<file path="src/rtl/wb_arbiter_pkg.sv">
// Shared configuration for the two-master Wishbone arbiter.
//   WB_ADDR_W / WB_DATA_W / WB_SEL_BITS : default bus geometry
//   owner_t : bus-owner encoding. One-hot per master, so it is also the
//             o_grant value.
package wb_arbiter_pkg;

  localparam int WB_ADDR_W   = 24;
  localparam int WB_DATA_W   = 16;
  localparam int WB_SEL_BITS = 2;

  typedef enum logic [1:0] {
    OWN_NONE = 2'b00,
    OWN_M0   = 2'b01,
    OWN_M1   = 2'b10
  } owner_t;

endpackage

</file>
<file path="src/rtl/wb_arbiter_if.sv">
// Wishbone classic/pipelined bus bundle.
//   master modport : drives cyc/stb/we/adr/o_dat/sel, receives i_dat/ack/err
//   slave  modport : the opposite direction
// Handshake: cyc frames a bus tenure. A beat transfers on every clock edge
// where stb is high and ack or err is high. i_dat is only meaningful
// together with ack. Several stb beats may share one cyc tenure.
interface wb_arbiter_if #(
  parameter int ADDR_W = wb_arbiter_pkg::WB_ADDR_W,
  parameter int DATA_W = wb_arbiter_pkg::WB_DATA_W,
  parameter int SEL_W  = wb_arbiter_pkg::WB_SEL_BITS
);

  logic              cyc;
  logic              stb;
  logic              we;
  logic [ADDR_W-1:0] adr;
  logic [DATA_W-1:0] o_dat;
  logic [SEL_W-1:0]  sel;
  logic [DATA_W-1:0] i_dat;
  logic              ack;
  logic              err;

  modport master (output cyc, stb, we, adr, o_dat, sel,
                  input  i_dat, ack, err);
  modport slave  (input  cyc, stb, we, adr, o_dat, sel,
                  output i_dat, ack, err);

endinterface

</file>
<file path="src/rtl/wb_watchdog.sv">
// Bus watchdog: counts cycles of an unanswered strobe and forces a
// one-cycle error when the count expires.
//   i_clk, i_rst : clock, async active-high reset
//   active       : a granted master is strobing this cycle
//   resp         : a response (ack, err or a forced err) is seen this cycle
//   err_to       : registered one-cycle forced error
//   o_timeout    : registered pulse, coincident with err_to
// With TIMEOUT == 0 the watchdog is removed and both outputs stay low.
module wb_watchdog #(
  parameter int TIMEOUT = 256
) (
  input  logic i_clk,
  input  logic i_rst,
  input  logic active,
  input  logic resp,
  output logic err_to,
  output logic o_timeout
);

  if (TIMEOUT > 0) begin : g_wd
    localparam int CNT_W = $clog2(TIMEOUT + 1);
    localparam logic [CNT_W-1:0] CNT_LAST = CNT_W'(TIMEOUT - 1);

    logic [CNT_W-1:0] cnt;

    always_ff @(posedge i_clk or posedge i_rst) begin
      if (i_rst) begin
        cnt       <= '0;
        err_to    <= 1'b0;
        o_timeout <= 1'b0;
      end else begin
        err_to    <= 1'b0;
        o_timeout <= 1'b0;
        // The forced err itself counts as a response, so the count restarts
        // from zero after every firing.
        if (!active || resp) begin
          cnt <= '0;
        end else if (cnt == CNT_LAST) begin
          cnt       <= '0;
          err_to    <= 1'b1;
          o_timeout <= 1'b1;
        end else begin
          cnt <= cnt + CNT_W'(1);
        end
      end
    end
  end else begin : g_off
    logic unused_wd;
    assign unused_wd = ^{i_clk, i_rst, active, resp};
    assign err_to    = 1'b0;
    assign o_timeout = 1'b0;
  end

endmodule

</file>
<file path="src/rtl/wb_arbiter.sv">
// Two-master, one-slave Wishbone arbiter with round-robin tie break and a
// bus watchdog.
//   i_clk, i_rst : clock, async active-high reset
//   m0_wb, m1_wb : master-side buses (arbiter acts as their slave)
//   s_wb         : slave-side bus (arbiter acts as its master)
//   o_grant      : one-hot current owner, bit n = master n
//   o_timeout    : one-cycle pulse when the watchdog forces an err
// A granted master keeps the bus until it drops cyc. Every tenure is
// followed by one idle cycle before the next grant.
module wb_arbiter
  import wb_arbiter_pkg::*;
#(
  parameter int ADDR_W  = WB_ADDR_W,
  parameter int DATA_W  = WB_DATA_W,
  parameter int SEL_W   = WB_SEL_BITS,
  parameter int TIMEOUT = 256
) (
  input  logic          i_clk,
  input  logic          i_rst,
  wb_arbiter_if.slave   m0_wb,
  wb_arbiter_if.slave   m1_wb,
  wb_arbiter_if.master  s_wb,
  output logic [1:0]    o_grant,
  output logic          o_timeout
);

  owner_t owner;
  logic   last;     // index of the master granted most recently
  logic   err_to;

  logic              own_cyc;
  logic              own_stb;
  logic              own_we;
  logic [ADDR_W-1:0] own_adr;
  logic [DATA_W-1:0] own_dat;
  logic [SEL_W-1:0]  own_sel;

  // Grant FSM. last resets to 1 so master 0 wins the first tie.
  always_ff @(posedge i_clk or posedge i_rst) begin
    if (i_rst) begin
      owner <= OWN_NONE;
      last  <= 1'b1;
    end else begin
      case (owner)
        OWN_NONE: begin
          if (m0_wb.cyc && (!m1_wb.cyc || last)) begin
            owner <= OWN_M0;
            last  <= 1'b0;
          end else if (m1_wb.cyc) begin
            owner <= OWN_M1;
            last  <= 1'b1;
          end
        end
        OWN_M0:  if (!m0_wb.cyc) owner <= OWN_NONE;
        OWN_M1:  if (!m1_wb.cyc) owner <= OWN_NONE;
        default: owner <= OWN_NONE;
      endcase
    end
  end

  assign o_grant = owner;

  // Request path: the owner's signals, or all-zero when the bus is idle.
  always_comb begin
    own_cyc = 1'b0;
    own_stb = 1'b0;
    own_we  = 1'b0;
    own_adr = '0;
    own_dat = '0;
    own_sel = '0;
    case (owner)
      OWN_M0: begin
        own_cyc = m0_wb.cyc;
        own_stb = m0_wb.stb;
        own_we  = m0_wb.we;
        own_adr = m0_wb.adr;
        own_dat = m0_wb.o_dat;
        own_sel = m0_wb.sel;
      end
      OWN_M1: begin
        own_cyc = m1_wb.cyc;
        own_stb = m1_wb.stb;
        own_we  = m1_wb.we;
        own_adr = m1_wb.adr;
        own_dat = m1_wb.o_dat;
        own_sel = m1_wb.sel;
      end
      default: ;
    endcase
  end

  // The strobe is withheld from the slave while the forced err is returned,
  // so the slave does not see the abandoned beat a second time.
  assign s_wb.cyc   = own_cyc;
  assign s_wb.stb   = own_stb & ~err_to;
  assign s_wb.we    = own_we;
  assign s_wb.adr   = own_adr;
  assign s_wb.o_dat = own_dat;
  assign s_wb.sel   = own_sel;

  // Response path: only the owner sees the slave; the other master reads 0.
  assign m0_wb.i_dat = (owner == OWN_M0) ? s_wb.i_dat : '0;
  assign m0_wb.ack   = (owner == OWN_M0) & s_wb.ack;
  assign m0_wb.err   = (owner == OWN_M0) & (s_wb.err | err_to);
  assign m1_wb.i_dat = (owner == OWN_M1) ? s_wb.i_dat : '0;
  assign m1_wb.ack   = (owner == OWN_M1) & s_wb.ack;
  assign m1_wb.err   = (owner == OWN_M1) & (s_wb.err | err_to);

  wb_watchdog #(
    .TIMEOUT (TIMEOUT)
  ) u_watchdog (
    .i_clk     (i_clk),
    .i_rst     (i_rst),
    .active    (own_cyc & own_stb),
    .resp      (s_wb.ack | s_wb.err | err_to),
    .err_to    (err_to),
    .o_timeout (o_timeout)
  );

endmodule

</file>
<file path="src/flat_wrapper.sv">
// flat-port wrapper written by rule: the top's interface ports become plain ports
module wb_arbiter_flat import wb_arbiter_pkg::*;
#(
  parameter int ADDR_W  = WB_ADDR_W,
  parameter int DATA_W  = WB_DATA_W,
  parameter int SEL_W   = WB_SEL_BITS,
  parameter int TIMEOUT = 256
)
  (i_clk, i_rst, o_grant, o_timeout, m0_wb_cyc, m0_wb_stb, m0_wb_we, m0_wb_adr, m0_wb_o_dat, m0_wb_sel, m0_wb_i_dat, m0_wb_ack, m0_wb_err, m1_wb_cyc, m1_wb_stb, m1_wb_we, m1_wb_adr, m1_wb_o_dat, m1_wb_sel, m1_wb_i_dat, m1_wb_ack, m1_wb_err, s_wb_cyc, s_wb_stb, s_wb_we, s_wb_adr, s_wb_o_dat, s_wb_sel, s_wb_i_dat, s_wb_ack, s_wb_err);
  wb_arbiter_if #(.ADDR_W(ADDR_W), .DATA_W(DATA_W), .SEL_W(SEL_W)) m0_wb_i ();
  wb_arbiter_if #(.ADDR_W(ADDR_W), .DATA_W(DATA_W), .SEL_W(SEL_W)) m1_wb_i ();
  wb_arbiter_if #(.ADDR_W(ADDR_W), .DATA_W(DATA_W), .SEL_W(SEL_W)) s_wb_i ();
  input  logic i_clk;
  input  logic i_rst;
  output logic [1:0] o_grant;
  output logic o_timeout;
  input wire logic [$bits(m0_wb_i.cyc)-1:0] m0_wb_cyc;
  input wire logic [$bits(m0_wb_i.stb)-1:0] m0_wb_stb;
  input wire logic [$bits(m0_wb_i.we)-1:0] m0_wb_we;
  input wire logic [$bits(m0_wb_i.adr)-1:0] m0_wb_adr;
  input wire logic [$bits(m0_wb_i.o_dat)-1:0] m0_wb_o_dat;
  input wire logic [$bits(m0_wb_i.sel)-1:0] m0_wb_sel;
  output wire logic [$bits(m0_wb_i.i_dat)-1:0] m0_wb_i_dat;
  output wire logic [$bits(m0_wb_i.ack)-1:0] m0_wb_ack;
  output wire logic [$bits(m0_wb_i.err)-1:0] m0_wb_err;
  input wire logic [$bits(m1_wb_i.cyc)-1:0] m1_wb_cyc;
  input wire logic [$bits(m1_wb_i.stb)-1:0] m1_wb_stb;
  input wire logic [$bits(m1_wb_i.we)-1:0] m1_wb_we;
  input wire logic [$bits(m1_wb_i.adr)-1:0] m1_wb_adr;
  input wire logic [$bits(m1_wb_i.o_dat)-1:0] m1_wb_o_dat;
  input wire logic [$bits(m1_wb_i.sel)-1:0] m1_wb_sel;
  output wire logic [$bits(m1_wb_i.i_dat)-1:0] m1_wb_i_dat;
  output wire logic [$bits(m1_wb_i.ack)-1:0] m1_wb_ack;
  output wire logic [$bits(m1_wb_i.err)-1:0] m1_wb_err;
  output wire logic [$bits(s_wb_i.cyc)-1:0] s_wb_cyc;
  output wire logic [$bits(s_wb_i.stb)-1:0] s_wb_stb;
  output wire logic [$bits(s_wb_i.we)-1:0] s_wb_we;
  output wire logic [$bits(s_wb_i.adr)-1:0] s_wb_adr;
  output wire logic [$bits(s_wb_i.o_dat)-1:0] s_wb_o_dat;
  output wire logic [$bits(s_wb_i.sel)-1:0] s_wb_sel;
  input wire logic [$bits(s_wb_i.i_dat)-1:0] s_wb_i_dat;
  input wire logic [$bits(s_wb_i.ack)-1:0] s_wb_ack;
  input wire logic [$bits(s_wb_i.err)-1:0] s_wb_err;
  assign m0_wb_i.cyc = m0_wb_cyc;
  assign m0_wb_i.stb = m0_wb_stb;
  assign m0_wb_i.we = m0_wb_we;
  assign m0_wb_i.adr = m0_wb_adr;
  assign m0_wb_i.o_dat = m0_wb_o_dat;
  assign m0_wb_i.sel = m0_wb_sel;
  assign m0_wb_i_dat = m0_wb_i.i_dat;
  assign m0_wb_ack = m0_wb_i.ack;
  assign m0_wb_err = m0_wb_i.err;
  assign m1_wb_i.cyc = m1_wb_cyc;
  assign m1_wb_i.stb = m1_wb_stb;
  assign m1_wb_i.we = m1_wb_we;
  assign m1_wb_i.adr = m1_wb_adr;
  assign m1_wb_i.o_dat = m1_wb_o_dat;
  assign m1_wb_i.sel = m1_wb_sel;
  assign m1_wb_i_dat = m1_wb_i.i_dat;
  assign m1_wb_ack = m1_wb_i.ack;
  assign m1_wb_err = m1_wb_i.err;
  assign s_wb_cyc = s_wb_i.cyc;
  assign s_wb_stb = s_wb_i.stb;
  assign s_wb_we = s_wb_i.we;
  assign s_wb_adr = s_wb_i.adr;
  assign s_wb_o_dat = s_wb_i.o_dat;
  assign s_wb_sel = s_wb_i.sel;
  assign s_wb_i.i_dat = s_wb_i_dat;
  assign s_wb_i.ack = s_wb_ack;
  assign s_wb_i.err = s_wb_err;
  wb_arbiter #(.ADDR_W(ADDR_W), .DATA_W(DATA_W), .SEL_W(SEL_W), .TIMEOUT(TIMEOUT)) u_core (.i_clk(i_clk), .i_rst(i_rst), .m0_wb(m0_wb_i), .m1_wb(m1_wb_i), .s_wb(s_wb_i), .o_grant(o_grant), .o_timeout(o_timeout));
endmodule
</file>
<file path="config.mk">
export PLATFORM = sky130hd
export DESIGN_NAME = wb_arbiter_flat
export DESIGN_NICKNAME = d
export VERILOG_FILES = /design/src/rtl/wb_arbiter_pkg.sv /design/src/rtl/wb_arbiter_if.sv /design/src/rtl/wb_watchdog.sv /design/src/rtl/wb_arbiter.sv /design/src/flat_wrapper.sv
export SDC_FILE = /design/constraint.sdc
export NUM_CORES = 1
export LEC_CHECK = 0
export BUFFER_PORTS_ARGS = -buffer_cell sky130_fd_sc_hd__buf_2
export CAP_MARGIN = 20
export CORE_AREA = 3 3 75 77
export CTS_BUF_LIST = sky130_fd_sc_hd__clkbuf_2 sky130_fd_sc_hd__clkbuf_4 sky130_fd_sc_hd__clkbuf_8
export DETAILED_ROUTE_END_ITERATION = 10
export DIE_AREA = 0 0 78 80
export GPL_TIMING_DRIVEN = 0
export PLACE_DENSITY_LB_ADDON = 0.08
export SYNTH_ARGS = -nofsm -noshare
export SYNTH_HDL_FRONTEND = slang
export SYNTH_SLANG_ARGS = --single-unit
</file>
<file path="constraint.sdc">
create_clock -name i_clk -period 1.8 [get_ports i_clk]
set_input_delay 0.36 -clock i_clk [delete_from_list [all_inputs] [get_ports i_clk]]
set_output_delay 0.36 -clock i_clk [all_outputs]
set_load 0.01 [all_outputs]
</file>
# == After elaboration in Yosys (flattened, before gate mapping) ==
# Cells that the tools add are included.
# classes
reduce_logical,9
n_eq_ne,6
n_bitwise,10
n_addsub,1
muxes,19
# ops
op,count
24-bit case mux with 2 select lines,1
16-bit two-way mux,2
16-bit case mux with 2 select lines,1
9-bit two-way mux,2
"9-bit by 1-bit adder with 9-bit output, second input constant",1
"9-bit by 8-bit equality test with 1-bit output, second input constant",1
2-bit two-way mux,4
1-bit AND,6
1-bit case mux with 2 select lines,3
2-bit case mux with 3 select lines,1
1-bit two-way mux,4
"2-bit != test, second input constant",2
2-bit case mux with 2 select lines,1
"3-bit by 2-bit != test with 1-bit output, second input constant",1
1-bit bitwise OR,3
3-bit AND reduction,1
"2-bit by 1-bit equality test with 1-bit output, second input constant",1
"2-bit equality test, second input constant",1
1-bit logical NOT,2
2-bit logical NOT,1
1-bit logical OR,2
2-bit AND reduction,1
2-bit nonzero test,1
1-bit logical AND,1
1-bit inverter,1
# totals
input_bits,110
regBits,13
output_inout_bits,84

# == Longest topological paths before layout ==
# Gate-level depths: netlist (run 1).
# depth
depth_word,6
ltp_mapped,6
ltp_nobuf,5

# == Modules after synthesis ==
# From an unflattened synthesis (run 1), not the netlist that was laid out.
# hier_totals
cells_unflattened,216
area_unflattened_um2,1657.8
# by_module_without_submodules
module,seq_area_each_um2,cells_each,area_each_um2,n_inst
wb_arbiter,76.3,168,1162.4,1
wb_watchdog,250.2,48,495.5,1

# == Worst setup path before layout (run 1) ==
# Ideal clock, no wire load.
# synth_timing
kind,register to output
start,"register u_core.owner[0], in the netlist u_core.o_grant[0]"
end,output port s_wb_adr[18]
arrival_ns,1.459
slack_ns,-0.019
stages_incl_launch_ff,6
n_path_buf,2
path_cell_list,dfrtp_1 inv_1 ha_1 clkbuf_1 clkbuf_1 nor2b_1
# synth_between
elab_chain_len,2
# synth_lines
item,line_no,source
"start, declared",wb_arbiter.sv:27,owner_t owner;
"start signal, assigned",wb_arbiter.sv:41,owner <= OWN_NONE;
"start signal, assigned",wb_arbiter.sv:47,owner <= OWN_M0;
"start signal, assigned",wb_arbiter.sv:50,owner <= OWN_M1;
2-bit equality test / 2-bit by 1-bit equality test with 1-bit output (equally long branches),wb_arbiter.sv:71,case (owner)
24-bit case mux with 2 select lines *,wb_arbiter.sv:71,
"end, declared",flat_wrapper.sv:38,output wire logic [$bits(s_wb_i.adr)-1:0] s_wb_adr;
# Mark *: on every way between the ends. The rest lies on a longest branch, timed or not.

# == Worst setup path after layout (run 1) ==
# layout_timing
start,"register u_core.owner[0], in the netlist u_core.o_grant[0]"
end,output port s_wb_adr[6]
# Same word-level chain as after synthesis.

==> metrics.yaml, run 1 <==
status:
  status: "complete, but fails checks"
  failed_checks: "setup timing"
cts:
  clk_latency_ns: 0.25
  cts_max_level: 1
  numCtsBuffers: 3
  clock_path_buffers: 2
  cts_tree: "done"
  clk_pin_slew_worst_paths_ns: 0.06
  clock-sinks: 13
  cts_root_buffer: "clkbuf_8"
sta:
  worst_slack_ns: -0.2032
  skew_ns: 0.003189
  slew_headroom_pct: 67.22
  post-route-min-period_ns: 2.003
  drv_slew: 0
  finalSetupViolCount: 81
  rsz0062_at_grt: "yes"
  fmax_mhz: 499.2
  hold_viol_final: 0
  worst_pin_slew_ns: 0.4912
  min_period_over_period_pct: 111.3
worst_setup_path:
  endpoint_kind: "output pin"
  cp-start-kind: "register"
  cp.arrival_ns: 1.64
  cpMaxStageDelayCell: "dfrtp_1"
  slowest_delay_ns: 0.42
  crit_fanout: 8
  reg2reg_depth: 7
  crit_path_end: "s_wb_adr[6]"
  worstSetupPathType: "register to output pin"
  crit_path_start: "u_core.o_grant[0]"
  r2r_start: "u_core.o_grant[0]"
  r2r_setup_slack_ns: 0.13
  r2r_end: "u_core.u_watchdog.g_wd.cnt[7]"
  path_cells: "inv_2, ha_4, buf_12, clkbuf_16, a22oi_2, nor2b_2, buf_2"
  crit_required_ns: 1.44
floorplan:
  rows: 26
  coreArea_um2: 5075
  initial_utilization_pct: 31.34
  die_w_um: 78
  pin_count: 194
  die_y_um: 80
  fp.dieArea_um2: 6240
yosys:
  syn_avg_cell_area_um2: 7.720
  syn_area_um2: 1590
  synth_warnings: 0
  synth_seq_area_share_pct: 20.54
  synth_fp_nets: 320
  synth_area_leaders: "a22oi_1 20%, dfrtp_1 19%, nor2b_1 17%, and2_1 14%, ha_1 3.1%"
  synth_common_cells: "44 x nor2b_1, 43 x a22oi_1, 35 x and2_1, 12 x dfrtp_1, 9 x clkbuf_1"
  synth_seq_cells: 13
  synth_most_common_cell: "nor2b_1"
  ys_async_sr_fraction_pct: 100.0
  synthFlopType: "dfrtp_1"
  synth_area_leader_cell: "a22oi_1"
  yosysUniqueCellTypes: 32
  syn_inst: 206
  synth_top_area_share_pct: 20.30
  synth_edf_count: 0
min_path:
  min_path_type: "input port to async pin"
placed_design:
  dp_slack_ns: -0.3927
  place_congestion: 0.7962
  postPlaceCellArea_um2: 2740
  place.port_buffers: 193
  dp_hpwl_mm: 5.576
global_route:
  grt_first_pass_wirelength_mm: 11.23
  gr-usage-all-layers_pct: 22.34
  grt_max_degree: 14
  grt_pass1_vias: 2338
  grt_overflow: 0
  grt_antenna_before_repair: 0
detailed_routing:
  drcViolationCount: 0
  vias: 2421
  viasPerCell: 4.921
  firstDrtPassIters: 4
  ant_nets: 0
  routedWlPerCell_um: 15.86
  routed_wl_mm: 7.804
  drtIter0Drc: 49
finish:
  drive_gt1_share_pct: 82.46
  area_growth_pct: 130.3
  stdcell_area_um2: 3662
  nNetsFinal: 537
  num_antenna_cells: 0
flow_run:
  maxCapViolations: 0
pwr:
  leakage_nw: 1.790
  totalPowerFinal_w: 0.004505
  power_density_nw_per_um2: 1230
  ir_drop_mv: 0.6732
[through the flow]
stage          hold WS [ns]  setup TNS, ns  std cells  utilization [%]
6_report             0.1244         -8.747        492            72.16
5_1_grt              0.1730         -14.19        492            72.16
4_1_cts              0.1491         -7.228        479            62.50
3_5_place_dp         0.4121         -17.33        469            53.99
3_3_place_gp         0.4034         -12.78        469            53.99
2_1_floorplan        0.2362              0        206                -
[cells by family after synthesis]
| family | Yosys count | share of synthesized area [%] |
|---|---|---|
| AOI/OAI and AO/OA | 62 | 28.87 |
| buffers and inverters | 24 | 5.901 |
| xor gates and xnor gates | 3 | 1.653 |
| adders and majority gates | 4 | 3.147 |
| and+or+nand+nor | 100 | 39.89 |
| DFF | 13 | 20.54 |
[report_power, final]
group	switching [W]	internal [W]	leakage, nW
clock network	0.000110	0.000153	0.0255
logic	0.00167	0.00220	1.59
registers	0.0000355	0.000331	0.176
total	0.00182	0.00269	1.79
[metal layers]
metal	share of wire, %	global-route usage [%]	wire length, um	vias up
li1	-	-	-	1169
met1	36	23.32	2803	1102
met2	51	42.55	4002	127
met3	8.9	5.418	696	23
met4	3.9	9.091	302	0
met5	0	0	0	-
[flip-flops by register name, indices dropped and copies added (netlist names)]
register	count
u_core.u_watchdog.g_wd.cnt	9
u_core.o_grant	2
u_core.last	1
u_core.u_watchdog.o_timeout	1
[layout by cell type (no fill, tap or decap), drive strengths merged, types with 2 or more instances in the layout]
cell type,synthesis,layout
a211oi,2,2
a21oi,2,2
a22o,3,3
a22oi,43,43
and2,35,35
buf,10,224
clkbuf,9,10
dfrtp,12,12
ha,4,4
inv,5,5
nand2,3,3
nand3,4,4
nand4,2,2
nor2,2,2
nor2b,44,44
nor3,6,6
o21a,2,2
o21ai,5,5
o22ai,2,2
or3,3,3
xor2,2,2
[layout make-up]
cell class	count	area (um^2)
well taps	70	87.58
repair buffers	213	1343
clock buffers	3	41.29
plain buffers	18	256.5
multi-input cells	169	1584
inverters	5	18.77
clock inverters	1	5.005
fillers	400	1413
flip-flops and latches	13	326.6
[worst min path at each step]
stage | start | to | slack [ns] | cells after the start
floorplan | i_rst | u_core.o_grant[0] | 0.24 | 1
global placement | i_rst | u_core.u_watchdog.g_wd.cnt[4] | 0.40 | 2
detailed placement | i_rst | u_core.u_watchdog.g_wd.cnt[4] | 0.41 | 2
CTS | i_rst | u_core.u_watchdog.g_wd.cnt[1] | 0.15 | 2
global route | i_rst | u_core.u_watchdog.g_wd.cnt[1] | 0.17 | 2
finish | i_rst | u_core.u_watchdog.g_wd.cnt[1] | 0.12 | 2
[worst max-delay path: cells and delay by family (launching register included)]
| family | cells | cell delay [ns] |
|---|---|---|
| flip-flops | 1 | 0.42 |
| adder cells (fa/ha/maj) | 1 | 0.19 |
| buffers and inverters | 4 | 0.54 |
| AO/OA/AOI/OAI | 1 | 0.19 |
| AND/OR/NAND/NOR | 1 | 0.06 |
[repair_timing]
item / in CTS / in global routing
gates cloned: 2 / 4
resized for setup: 93 / 77
hold buffers: 0 / 0
pin swaps: 1 / 30
hold endpoints to repair: 0 / 0
endpoints found under the setup margin: 91 / 91
setup buffers: 5 / 9
Note: power is estimated with default switching activity, not from simulation.
==> run 2: changes to the inputs <==
- CTS_BUF_LIST: sky130_fd_sc_hd__clkbuf_2 sky130_fd_sc_hd__clkbuf_4 sky130_fd_sc_hd__clkbuf_8 -> sky130_fd_sc_hd__clkbuf_4
==> run 2 against run 1 <==
Net effect:
- the run still ends with setup timing left
- first-iteration DRC count rose by 12%
- global-route usage rose by 0.17 points
- wire length rose by 0.77%
- via count rose by 0.74%
- clock-buffer cell count did not move
- combinational power fell by 2%
- total power fell by 2.9%
- largest cell class is now multi-input gates
- highest routed layer unchanged
==> metrics.yaml, run 2 (synthesized netlist as in run 1, its figures left out) <==
global_route:
  use_met3_pct: 5.418
  grt_first_pass_wirelength_mm: 11.31
  use_met2_pct: 43.41
  grt_pass1_vias: 2358
  grt_max_degree: 14
  grt_antenna_before_repair: 0
  busiest_layer: "met2"
  grt_overflow: 0
  grt_use_met1_pct: 23.13
  gr-usage-all-layers_pct: 22.52
detailed_routing:
  routedWlPerCell_um: 15.95
  firstDrtPassIters: 4
  viasPerCell: 4.947
  drcViolationCount: 0
  drtIter0Drc: 55
  routed_wl_mm: 7.864
  vias: 2439
  ant_nets: 0
sta:
  worst_slack_ns: -0.2730
  drv_slew: 0
  rsz0062_at_grt: "yes"
  worst_pin_slew_ns: 0.5471
  skew_ns: 0.007601
  post-route-min-period_ns: 2.073
  finalSetupViolCount: 81
  fmax_mhz: 482.4
  final.setup.tns_ns: -12.59
  hold_viol_final: 0
  min_period_over_period_pct: 115.2
  slew_headroom_pct: 63.25
status:
  status: "complete, but fails checks"
  failed_checks: "setup timing"
finish:
  area_growth_pct: 125.8
  seq_area_um2: 327.8
  mostFrequentLayoutCells: "183 x buf_2, 41 x a22oi_2, 38 x nor2b_2, 27 x and2_1, 16 x buf_4"
  stdcell_area_um2: 3591
  final_common_cell: "buf_2"
  drive_gt1_share_pct: 80.38
  regMostFlops: "u_core.u_watchdog.g_wd.cnt"
  fillCellCount: 416
  largest_reg_flops: 9
  nNetsFinal: 538
  num_antenna_cells: 0
  multiInputGateArea_um2: 1577
worst_setup_path:
  r2r_setup_slack_ns: 0.17
  crit_fanout: 10
  slowest_delay_ns: 0.44
  r2r_start: "u_core.o_grant[0]"
  cp-start-kind: "register"
  crit_path_start: "u_core.o_grant[0]"
  r2r_end: "u_core.u_watchdog.g_wd.cnt[0]"
  worstSetupPathType: "register to output pin"
  cpMaxStageDelayCell: "dfrtp_1"
  reg2reg_depth: 7
  crit_required_ns: 1.44
  endpoint_kind: "output pin"
  cp.arrival_ns: 1.71
  path_cells: "inv_2, ha_4, buf_4, buf_8, a22oi_2, nor2b_2, buf_2"
cts:
  clk_latency_ns: 0.29
  clock-sinks: 13
  cts_max_level: 1
  cts_root_buffer: "clkbuf_4"
  clock_path_buffers: 2
  cts_tree: "done"
  numCtsBuffers: 3
  clk_pin_slew_worst_paths_ns: 0.09
placed_design:
  dp_slack_ns: -0.3927
  dp_hpwl_mm: 5.576
  place.port_buffers: 193
  place_congestion: 0.7962
  postPlaceCellArea_um2: 2740
floorplan:
  pin_count: 194
  initial_utilization_pct: 31.34
  die_w_um: 78
  rows: 26
  fp.dieArea_um2: 6240
  coreArea_um2: 5075
  die_y_um: 80
pwr:
  power_density_nw_per_um2: 1218
  leakage_nw: 1.769
  ir_drop_mv: 0.6707
min_path:
  min_path_type: "input port to async pin"
flow_run:
  maxCapViolations: 0
==> run 2: cell types whose count changed in the layout (fill, tap and decap cells not counted), moves of 2 or more <==
cell       previous run  this run
and2_1               15        27
and2_4               20         8
buf_2               171       183
buf_4                13        16
buf_6                26         9
buf_8                10         8
clkbuf_16             4         6
clkbuf_4              3         5
==> run 2: cell type report <==
type / instances / area share (%)
buffer: 18 / 7.317
clock buffer: 3 / 0.6272
clock inverter: 1 / 0.1394
inverter: 5 / 0.5923
multi-input combinational: 170 / 43.90
sequential: 13 / 9.129
tap: 70 / 2.439
timing repair buffer: 213 / 35.85
==> run 2: how the worst max path moves through the flow <==
stage | to | slack, ns | cells past startpoint
3_3_place_gp | s_wb_adr[7] | -0.31 | 6
3_5_place_dp | s_wb_o_dat[12] | -0.39 | 6
6_report | s_wb_adr[23] | -0.27 | 7
4_1_cts | s_wb_cyc | -0.19 | 6
5_1_grt | s_wb_adr[23] | -0.34 | 7
2_1_floorplan | s_wb_adr[19] | 0.01 | 6
==> run 2: worst max-delay path, delay by kind of cell, from the launching register on <==
kind / cells / cell delay (ns)
AO/OA/AOI/OAI: 1 / 0.18
flip-flops: 1 / 0.44
AND/OR/NAND/NOR: 1 / 0.07
adder cells (fa/ha/maj): 1 / 0.18
buffers and inverters: 4 / 0.55
==> run 2: stage by stage <==
step	instances	hold WS [ns]	util (%)	total power [W]
after floorplan	206	0.2362	-	0.001953
after global placement	469	0.4034	53.99	0.002764
after detailed placement	469	0.4121	53.99	0.002792
after CTS	479	0.1003	62.13	0.003628
after global routing	493	0.1148	70.76	0.004662
final	493	0.07899	70.76	0.004372
==> run 2: power by group <==
part	total [W]	switching, W	leakage (nW)	internal (W)
sequential	0.000372	0.0000406	0.175	0.000332
combinational	0.00381	0.00167	1.58	0.00214
clock	0.000187	0.000104	0.0177	0.0000826
==> run 2: repair_timing <==
| item | in CTS | in global routing |
|---|---|---|
| endpoints found under the setup margin | 91 | 91 |
| hold buffers | 0 | 0 |
| buffers inserted | 5 | 7 |
| resized for setup | 93 | 54 |
| pin swaps | 1 | 9 |
| gates cloned | 2 | 7 |
==> run 2: metal layers <==
layer | share of wire, % | routed length (um)
met1 | 36 | 2798
met5 | 0 | 0
met4 | 4.1 | 322
met3 | 9.1 | 717
met2 | 51 | 4025
==> run 3: changes to the inputs <==
- CORE_AREA: 3 3 75 77 -> 2 2 74 76
- DIE_AREA: 0 0 78 80 -> 0 0 76 78
- PLACE_DENSITY: not set -> 0.79
- PLACE_DENSITY_LB_ADDON: 0.08 -> not set
- SYNTH_HIERARCHICAL: not set -> 1
==> run 3 against run 2 <==
Net effect:
- the run still ends with setup timing left
- clock power about the same
- cell count is 3.7% higher
- register-to-register slack got worse by 0.18 ns
- hold slack improved by 0.31 ns
- clock-buffer cell count did not move
- utilization shrank 1.3 points
- die area shrank 5.0%
- synthesized area increased by 4.2%
- via count up 3.2%
- non-clock buffer count rose by 7
- combinational power is 2% lower
- critical endpoint is now s_wb_adr[3]
- highest routed layer unchanged
==> metrics.yaml, run 3 <==
cts:
  clock_path_buffers: 2
  cts_root_buffer: "clkbuf_4"
  numCtsBuffers: 3
  cts_max_level: 1
  clk_latency_ns: 0.28
  cts_tree: "done"
  clk_pin_slew_worst_paths_ns: 0.08
  clock-sinks: 13
worst_setup_path:
  cp.arrival_ns: 1.64
  crit_fanout: 10
  r2r_end: "u_core/u_watchdog/g_wd.cnt[7]"
  r2r_setup_slack_ns: -0.01
  path_cells: "buf_6, ha_4, buf_8, buf_8, a22oi_2, nor2b_1, buf_2"
  slowest_delay_ns: 0.41
  critPathTopFamily: "buffers and inverters"
  worstSetupPathType: "register to output pin"
  cpMostUsedCell: "buf_8"
  cp-start-kind: "register"
  endpoint_kind: "output pin"
  reg2reg_depth: 9
  cp_num_buf_inv: 4
  crit_required_ns: 1.44
  cpMaxStageDelayCell: "dfrtp_1"
  crit_path_start: "u_core/o_grant[0]"
  r2r_start: "u_core/o_grant[0]"
yosys:
  yosys.area_share.simple_pct: 38.72
  synth_fp_nets: 331
  synth_warnings: 6
  syn_inst: 216
  synth_area_leader_cell: "a22oi_1"
  yosysUniqueCellTypes: 33
  synth-compound-area-share_pct: 29.06
  synth-adder-area-share_pct: 3.774
  yosys.area_share.xor_xnor_pct: 1.585
  synth_top_family_by_area: "simple AND/OR/NAND/NOR gates"
  synth_most_common_cell: "nor2b_1"
  synthFlopType: "dfrtp_1"
  synth_seq_cells: 13
  syn_area_um2: 1658
  synth_area_leaders: "a22oi_1 19%, dfrtp_1 18%, nor2b_1 17%, and2_1 13%, ha_1 3.8%"
  synth_top_area_share_pct: 19.47
  synth_common_cells: "44 x nor2b_1, 43 x a22oi_1, 34 x and2_1, 12 x dfrtp_1, 10 x buf_2"
  ys_async_sr_fraction_pct: 100.0
  synth_edf_count: 0
  syn_avg_cell_area_um2: 7.675
  synth_seq_area_share_pct: 19.70
  muxShareOfSynthArea_pct: 0
detailed_routing:
  routedWlPerCell_um: 15.15
  drcViolationCount: 0
  ant_nets: 0
  firstDrtPassIters: 4
  viasPerCell: 4.926
  vias: 2517
  routed_wl_mm: 7.741
  drtIter0Drc: 71
floorplan:
  die_w_um: 76
  coreArea_um2: 5042
  die_y_um: 78
  initial_utilization_pct: 32.88
  rows: 26
  fp.dieArea_um2: 5928
  pin_count: 194
sta:
  drv_slew: 0
  post-route-min-period_ns: 1.995
  worst_slack_ns: -0.1954
  rsz0062_at_grt: "yes"
  finalSetupViolCount: 82
  worst_pin_slew_ns: 0.4322
  min_period_over_period_pct: 110.9
  fmax_mhz: 501.1
  slew_headroom_pct: 71.09
  skew_ns: 0.002829
  hold_viol_final: 0
  final.setup.tns_ns: -11.52
pwr:
  p_sw_share_pct: 42.79
  power_switching_w: 0.001836
  power_density_nw_per_um2: 1225
  p_int_w: 0.002455
  p_clk_share_pct: 4.4
  ir_drop_mv: 0.9955
  pwr-share-comb_pct: 87.0
  leakage_nw: 1.781
  pwr-share-seq_pct: 8.7
placed_design:
  dp_hpwl_mm: 5.554
  place.port_buffers: 193
  postPlaceCellArea_um2: 2725
  place_congestion: 0.8534
global_route:
  grt_antenna_before_repair: 1
  gr-usage-all-layers_pct: 22.90
  grt_max_degree: 11
  grt_overflow: 0
  grt_first_pass_wirelength_mm: 11.41
  grt_pass1_vias: 2449
finish:
  final_common_cell: "buf_2"
  drive_gt1_share_pct: 68.86
  area_growth_pct: 111.2
  mostFrequentLayoutCells: "192 x buf_2, 41 x nor2b_1, 41 x a22oi_2, 34 x and2_1, 18 x buf_4"
  largest_reg_flops: 9
  stdcell_area_um2: 3502
  regMostFlops: "u_core/u_watchdog/g_wd.cnt"
  nNetsFinal: 556
  finish.utilization_pct: 69.45
min_path:
  min-delay-start: "m1_wb_cyc"
  min_to: "u_core/last"
  min_path_type: "input port to register"
  hold_depth: 3
status:
  status: "complete, but fails checks"
  failed_checks: "setup timing"
flow_run:
  maxCapViolations: 0
## run 3: worst max-delay path by stage
stage	to	slack, ns	cells after the start
global placement	u_core/u_watchdog/g_wd.cnt[5]	-0.21	7
CTS	s_wb_adr[13]	-0.19	7
floorplan	u_core/u_watchdog/g_wd.cnt[7]	0.03	8
detailed placement	u_core/u_watchdog/g_wd.cnt[5]	-0.33	7
finish	s_wb_adr[3]	-0.20	7
global route	s_wb_o_dat[3]	-0.30	7
## run 3: layer usage
layer | GRT usage [%] | routed length, um
met1 | 25.00 | 2936
met2 | 43.84 | 4041
met3 | 5.000 | 519
met4 | 7.455 | 243
met5 | 0 | 0
## run 3: power groups by stage
stage	clock, W	combinational, W	sequential (W)
after CTS	0.000191	0.00333	0.000363
after floorplan	0	0.00157	0.000371
after global placement	0	0.00240	0.000366
final	0.000188	0.00373	0.000372
after detailed placement	0	0.00246	0.000371
after global routing	0.000205	0.00400	0.000376
## run 3: logic make-up (layout without fill, tap and decap cells)
logic type,Yosys count,count (layout)
AO/OA/AOI/OAI,61,61
XOR/XNOR,3,3
adder cells (fa/ha/maj),5,5
buffers and inverters,26,250
flip-flops,13,13
other,0,1
AND/OR/NAND/NOR,108,108
## run 3: area by class of cell
type | count | area (um^2)
antenna | 1 | 2.502
buffer | 18 | 254.0
clock buffer | 3 | 22.52
clock inverter | 1 | 5.005
fill | 398 | 1540
inverter | 8 | 32.53
multi-input combinational | 177 | 1501
sequential | 13 | 327.8
tap | 70 | 87.58
timing repair buffer | 220 | 1269
## run 3: timing repair
item | in CTS | in global routing
hold buffers | 1 | 0
buffers inserted | 14 | 4
setup endpoints to repair | 89 | 89
gates cloned | 5 | 3
resized for setup | 81 | 38
endpoints found under the hold margin | 2 | 0
pin swaps | 3 | 20
## run 3: metrics by stage
stage               std cells  setup WS (ns)  hold WS, ns  total power (W)
floorplan                 216        0.02921       0.1129         0.001938
global placement          479        -0.2127       0.2352         0.002763
detailed placement        479        -0.3284       0.2371         0.002830
CTS                       503        -0.1928       0.3821         0.003878
global route              511        -0.2955       0.3982         0.004579
finish                    511        -0.1954       0.3914         0.004291
## run 3: tightest hold or removal path, cell delays in order
cell,delay [ns]
buf_2,0.14
nand2_1,0.08
o21ai_0,0.08
